<file path="src/rtl/aer_spike_encoder_pkg.sv">
// Shared spike-fabric types: encoder FSM states and the default AER event layout.
package snn_pkg;

   localparam int DEF_NUM_NEURONS = 8;
   localparam int DEF_ADDR_W      = $clog2(DEF_NUM_NEURONS);
   localparam int DEF_TS_W        = 8;

   typedef enum logic {
      IDLE = 1'b0,
      SEND = 1'b1
   } state_t;

   typedef struct packed {
      logic [DEF_ADDR_W-1:0] addr;
      logic [DEF_TS_W-1:0]   ts;
   } aer_event_t;

endpackage

</file>
<file path="src/rtl/aer_spike_encoder_if.sv">
// AER event stream: valid/ready handshake carrying neuron address and timestep stamp.
interface aer_spike_encoder_if
   import snn_pkg::*;
#(
   parameter int ADDR_W = DEF_ADDR_W,
   parameter int TS_W   = DEF_TS_W
);

   logic              aer_valid;
   logic              aer_ready;
   logic [ADDR_W-1:0] aer_addr;
   logic [TS_W-1:0]   aer_ts;

   modport master (
      output aer_valid,
      output aer_addr,
      output aer_ts,
      input  aer_ready
   );

   modport slave (
      input  aer_valid,
      input  aer_addr,
      input  aer_ts,
      output aer_ready
   );

endinterface

</file>
<file path="src/rtl/spike_priority_encoder.sv">
// Combinational lowest-set-bit finder: index, any-set flag and one-hot clear mask.
module spike_priority_encoder #(
   parameter int NUM_NEURONS = 8,
   parameter int ADDR_W      = $clog2(NUM_NEURONS)
) (
   input  logic [NUM_NEURONS-1:0] vec,
   output logic [ADDR_W-1:0]      idx,
   output logic                   any_set,
   output logic [NUM_NEURONS-1:0] onehot
);

   always_comb begin
      idx = '0;
      // Scan downwards so the lowest set bit is the last one to win.
      for (int i = NUM_NEURONS - 1; i >= 0; i--) begin
         if (vec[i]) begin
            idx = ADDR_W'(i);
         end
      end
      any_set = |vec;
      onehot  = vec & (~vec + NUM_NEURONS'(1));
   end

endmodule

</file>
<file path="src/rtl/aer_spike_encoder.sv">
// AER transmitter: captures the spike vector on each step and emits one address event
// per set bit, lowest index first, stamped with the step's timestep.
module aer_spike_encoder
   import snn_pkg::*;
#(
   parameter int NUM_NEURONS = DEF_NUM_NEURONS,
   parameter int ADDR_W      = $clog2(NUM_NEURONS),
   parameter int TS_W        = DEF_TS_W
) (
   input  logic                   clk,
   input  logic                   reset_n,
   input  logic                   step,
   input  logic [NUM_NEURONS-1:0] spike_in,
   aer_spike_encoder_if.master    aer,
   output logic                   busy,
   output logic                   step_done,
   output logic                   overrun,
   input  logic                   clear_overrun
);

   state_t                 state, state_nxt;
   logic [NUM_NEURONS-1:0] pending, pending_nxt;
   logic [TS_W-1:0]        ts_cnt, ts_cnt_nxt;
   logic [TS_W-1:0]        cur_ts, cur_ts_nxt;
   logic                   step_done_nxt;
   logic                   overrun_nxt;

   logic [ADDR_W-1:0]      sel_idx;
   logic                   any_set;
   logic [NUM_NEURONS-1:0] sel_mask;
   logic [NUM_NEURONS-1:0] rest;
   logic                   handshake;
   logic                   sending;

   spike_priority_encoder #(
      .NUM_NEURONS (NUM_NEURONS),
      .ADDR_W      (ADDR_W)
   ) u_prio (
      .vec     (pending),
      .idx     (sel_idx),
      .any_set (any_set),
      .onehot  (sel_mask)
   );

   assign sending       = (state == SEND);
   assign aer.aer_valid = sending;
   assign aer.aer_addr  = sending ? sel_idx : '0;
   assign aer.aer_ts    = sending ? cur_ts : '0;
   assign busy          = sending;
   assign handshake     = sending & aer.aer_ready;
   assign rest          = pending & ~sel_mask;

   always_ff @(posedge clk or negedge reset_n) begin
      if (!reset_n) begin
         state     <= IDLE;
         pending   <= '0;
         ts_cnt    <= '0;
         cur_ts    <= '0;
         step_done <= 1'b0;
         overrun   <= 1'b0;
      end else begin
         state     <= state_nxt;
         pending   <= pending_nxt;
         ts_cnt    <= ts_cnt_nxt;
         cur_ts    <= cur_ts_nxt;
         step_done <= step_done_nxt;
         overrun   <= overrun_nxt;
      end
   end

   always_comb begin
      state_nxt     = state;
      pending_nxt   = pending;
      ts_cnt_nxt    = ts_cnt;
      cur_ts_nxt    = cur_ts;
      step_done_nxt = 1'b0;
      overrun_nxt   = overrun;

      // A step landing while a burst is still in flight (even on its last beat) is lost.
      if (step && sending) begin
         overrun_nxt = 1'b1;
      end else if (clear_overrun) begin
         overrun_nxt = 1'b0;
      end

      case (state)
         IDLE: begin
            if (step) begin
               pending_nxt = spike_in;
               cur_ts_nxt  = ts_cnt;
               ts_cnt_nxt  = ts_cnt + TS_W'(1);
               if (|spike_in) begin
                  state_nxt = SEND;
               end else begin
                  step_done_nxt = 1'b1;
               end
            end
         end
         SEND: begin
            if (!any_set) begin
               state_nxt = IDLE;
            end else if (handshake) begin
               pending_nxt = rest;
               if (rest == '0) begin
                  state_nxt     = IDLE;
                  step_done_nxt = 1'b1;
               end
            end
         end
         default: begin
            state_nxt = IDLE;
         end
      endcase
   end

endmodule

</file>
<file path="src/flat_wrapper.sv">
// flat-port wrapper written by rule: the top's interface ports become plain ports
module aer_spike_encoder_flat import snn_pkg::*;
#(
   parameter int NUM_NEURONS = DEF_NUM_NEURONS,
   parameter int ADDR_W      = $clog2(NUM_NEURONS),
   parameter int TS_W        = DEF_TS_W
)
  (clk, reset_n, step, spike_in, busy, step_done, overrun, clear_overrun, aer_aer_valid, aer_aer_addr, aer_aer_ts, aer_aer_ready);
  aer_spike_encoder_if #(.ADDR_W(ADDR_W), .TS_W(TS_W)) aer_i ();
  input  logic clk;
  input  logic reset_n;
  input  logic step;
  input  logic [NUM_NEURONS-1:0] spike_in;
  output logic busy;
  output logic step_done;
  output logic overrun;
  input  logic clear_overrun;
  output wire logic [$bits(aer_i.aer_valid)-1:0] aer_aer_valid;
  output wire logic [$bits(aer_i.aer_addr)-1:0] aer_aer_addr;
  output wire logic [$bits(aer_i.aer_ts)-1:0] aer_aer_ts;
  input wire logic [$bits(aer_i.aer_ready)-1:0] aer_aer_ready;
  assign aer_aer_valid = aer_i.aer_valid;
  assign aer_aer_addr = aer_i.aer_addr;
  assign aer_aer_ts = aer_i.aer_ts;
  assign aer_i.aer_ready = aer_aer_ready;
  aer_spike_encoder #(.NUM_NEURONS(NUM_NEURONS), .ADDR_W(ADDR_W), .TS_W(TS_W)) u_core (.clk(clk), .reset_n(reset_n), .step(step), .spike_in(spike_in), .aer(aer_i), .busy(busy), .step_done(step_done), .overrun(overrun), .clear_overrun(clear_overrun));
endmodule
</file>
<file path="config.mk">
export PLATFORM = sky130hd
export DESIGN_NAME = aer_spike_encoder_flat
export DESIGN_NICKNAME = d
export VERILOG_FILES = /design/src/rtl/aer_spike_encoder_pkg.sv /design/src/rtl/aer_spike_encoder_if.sv /design/src/rtl/spike_priority_encoder.sv /design/src/rtl/aer_spike_encoder.sv /design/src/flat_wrapper.sv
export SDC_FILE = /design/constraint.sdc
export NUM_CORES = 1
export LEC_CHECK = 0
export CAP_MARGIN = 15
export CORE_UTILIZATION = 40
export CTS_BUF_LIST = sky130_fd_sc_hd__clkbuf_2 sky130_fd_sc_hd__clkbuf_4 sky130_fd_sc_hd__clkbuf_8
export CTS_CLUSTER_DIAMETER = 50
export CTS_CLUSTER_SIZE = 16
export DETAILED_ROUTE_END_ITERATION = 10
export GPL_ROUTABILITY_DRIVEN = 0
export GPL_TIMING_DRIVEN = 0
export PLACE_DENSITY = 0.67
export SLEW_MARGIN = 10
export SYNTH_ARGS = -nofsm -noshare
export SYNTH_HDL_FRONTEND = slang
export SYNTH_SLANG_ARGS = --single-unit
</file>
<file path="constraint.sdc">
create_clock -name clk -period 6 [get_ports clk]
set_clock_uncertainty 0.15 [all_clocks]
set_input_delay 0.9 -clock clk [delete_from_list [all_inputs] [get_ports clk]]
set_output_delay 0.9 -clock clk [all_outputs]
set_load 0.01 [all_outputs]
</file>
==> summary.md <==
| Metric | Value |
|---|---|
| Flop and latch count out of synthesis | 27 |
| Routed Wire Length | 3060 um |
| Clock-pin transition on the worst setup and hold timing paths | 160 ps |
| Int Power | 0.4791 mW |
| Critical path launch point type | flop |
| Sequential share of the synthesized area | 48.69% |
| Mux share of post-synthesis cell area | 0% |
| Simple-gate share of the synthesized area | 26.24% |
| Class of the most critical setup path | reg2out |
| Share of the synthesized area in the top cell type | 48.69% |
| Half-perimeter wire length of the detailed placement result | 2312 um |
| Post-layout net count | 194 |
| Sequential share of power | 40.1% |
| Standard-cell rows | 21 |
| Fraction of final layout cells with drive strength greater than 1 | 10.61% |
| Final setup fails | 0 |
| Hold violation total from the final report | 0 |
| Switching share of total power | 40.06% |
| Total power draw | 0.7992 mW |
| CTS tree | done |
| Starting density of the core | 41.58% |
| Average instance area after synthesis | 9.439 um^2 |
| Yosys warnings | 0 |
| Leading cell types in the layout, fill and taps excluded | sky130_fd_sc_hd__nand2_1, sky130_fd_sc_hd__clkdlybuf4s50_1, sky130_fd_sc_hd__dfrtp_1 |
| Worst-Margin Slew | 506.3 ps |
| First-pass GRT wire length | 4961 um |
| Pre-antenna DRT Iters | 4 |
| Accumulated negative setup slack | 0 ps |
| Critical path data required time | 4950 ps |
| Most frequent standard cell in the layout excluding fill and tap cells | sky130_fd_sc_hd__nand2_1 |
| Vias in the first global route | 1,055 |
| CTS root buf | sky130_fd_sc_hd__clkbuf_4 |
| Post-route worst hold slack | 345.3 ps |
| Proportion of power drawn by combinational gates | 49.3% |
| Wire length per cell | 13.60 um |
| Routed metal-1 wirelength | 1471 um |
| Clock period minus worst slack | 3337 ps |
| Type of element capturing the critical path | primary output |
| Die span in x | 60.90 um |
| Overall via count from detail_route | 1,158 |
| Max Cap Viol | 0 |
| TritonCTS Sinks | 27 |
| Number of hold buffers added after cts | 0 |
| Share of the synthesized netlist area taken by xor and xnor gates | 4.418% |
| Residual overflow from global routing | 0 |
| Length of routed met2 wiring | 1445 um |
| Leakage power | 0.7898 nW |
| Maximum fanout encountered on the critical timing path | 7 |
| Total met3 wirelength after detailed routing | 77 um |
| Final slew viol count | 0 |
| Antenna Nets Post-Route | 0 |
| Max-Slew Margin vs Limit | 66.14% |
| Gate count of the mapped netlist | 147 |
| Total power density per cell area | 454.0 mW/mm^2 |
| Maximum clock path buffer count | 2 |
| Net count of the mapped netlist | 161 |
| Number of remaining DRC errors | 0 |
| Diodes inserted | 0 |
| Portion of total power attributed to the clock network | 10.6% |
| Largest family of logic cells by synthesized area | simple AND/OR/NAND/NOR gates |
| Via density per instance | 5.147 |
| Signal arrival time at the worst endpoint | 2290 ps |
| Resized Gates After CTS | 0 |
| Library cells used by synthesis | 35 |
| Combined area of all synthesized cells | 0.001388 mm^2 |
| Pin count of the biggest net entering global routing | 19 |
| Layout-stage area growth over the synthesis result | 26.87% |
| Number of setup buffers added after CTS | 0 |
| Setup repair after global routing missed its margin | false |
| Clock Latency Late Sink | 340 ps |
| DR iter-0 viols | 29 |
| Status | finished, final reports clean |
| Fmax | 0.2997 GHz |
| Count of boundary I/O pins | 28 |
| Complex-gate fraction of the synthesized area | 14.43% |
| Die height | 60.90 um |
| Total CTS buffers | 3 |
| Setup slack, reg-to-reg | 3890 ps |
| Top cell type by total area after synthesis | sky130_fd_sc_hd__dfrtp_1 |
| Final period utilization | 55.61% |
| Sw power | 0.3202 mW |
| Number of I/O port buffers | 27 |
| Deepest level of the CTS H-tree | 1 |
| Worst vdd rail ir drop | 0.1785 mV |
| Highest Signal Layer | met4 |
| Total Die Area | 0.003708 mm^2 |
| Tot GR Track Use | 18.58% |
| Adder and majority gate portion of the synthesized area | 1.623% |
| Tightest Hold Check Type | reg2reg |
| Core region area | 0.003337 mm^2 |
| Top cells by area, synth | sky130_fd_sc_hd__dfrtp_1, sky130_fd_sc_hd__nand2_1, sky130_fd_sc_hd__xnor2_1, sky130_fd_sc_hd__and2_1, sky130_fd_sc_hd__a221o_1 |
| Number of antenna violations at the first check in global routing | 0 |
cell usage after synthesis, drive strengths merged:
library cell and count:
a211o 1, maj3 1, nand2 38, clkbuf 3
a31o 1, nand3 7, a211oi 2, inv 5
a221o 5, a32o 1, and2b 1, o211ai 1
o21bai 1, and3 5, xor2 1, nor3 2
o22ai 1, nor4 3, a2111oi 1, o21ai 5
a21oi 3, ha 1, or3 2, or4 1
nor2 6, o311a 1, xnor2 6, nand4 1
buf 4, and2 8, nand2b 2, dfrtp 27
kinds of logic after synthesis:
| logic type | count (synthesis) |
|---|---|
| AOI/OAI and AO/OA | 23 |
| xor gates and xnor gates | 7 |
| adders and majority gates | 2 |
| buffers and inverters | 12 |
| DFF | 27 |
| and+or+nand+nor | 76 |
state kept, by name, indices dropped and copies added (netlist names):
register	cells
u_core.aer.aer_valid	1
u_core.cur_ts	8
u_core.overrun	1
u_core.pending	8
u_core.step_done	1
u_core.ts_cnt	8
final timing paths:
| check | start | depth (start not counted) | end |
|---|---|---|---|
| worst max register to register | u_core.pending[3] | 4 | u_core.aer.aer_valid |
| min in group asynchronous | reset_n | 1 | u_core.overrun |
| worst min-delay path | u_core.cur_ts[3] | 2 | u_core.cur_ts[3] |
| worst max-delay path | u_core.pending[3] | 3 | aer_aer_addr[2] |
| max in group asynchronous | reset_n | 2 | u_core.ts_cnt[2] |
| worst min register to register | u_core.cur_ts[3] | 2 | u_core.cur_ts[3] |
cell type report:
cell class	count	area, um^2
Buffer	7	45.04
Fill cell	328	1577
Tap cell	46	57.56
Clock buffer	3	22.52
Timing Repair Buffer	28	285.3
Multi-Input combinational cell	108	648.1
Inverter	5	18.77
Clock inverter	1	7.507
Sequential cell	27	675.6
power groups by stage:
stage          Clock [mW]  Sequential [mW]  Combinational (mW)
3_3_place_gp            0            0.319               0.387
2_1_floorplan           0            0.310               0.253
5_1_grt            0.0955            0.332               0.430
4_1_cts            0.0853            0.320               0.395
6_report           0.0847            0.321               0.394
3_5_place_dp            0            0.324               0.392
per-stage QoR:
step / setup slack, ps / instances / util [%] / instance area, um^2
finish: 2663 / 225 / 52.76 / 1760
global route: 2587 / 225 / 52.76 / 1760
detailed placement: 3055 / 221 / 51.86 / 1730
CTS: 2660 / 225 / 52.76 / 1760
global placement: 3064 / 220 / 51.41 / 1715
floorplan: 3586 / 147 / - / 1388
critical path: stages, from the launching register on:
cell and delay [ps]:
sky130_fd_sc_hd__dfrtp_1 470, sky130_fd_sc_hd__or4_4 610, sky130_fd_sc_hd__a211oi_1 280, sky130_fd_sc_hd__clkdlybuf4s50_1 580
layer usage:
layer / track usage, % / vias up
met5: 0 / -
met4: 8.766 / 0
met3: 2.559 / 5
met2: 28.73 / 26
met1: 25.70 / 555
li1: - / 572
(Power assumes the default switching activity.)
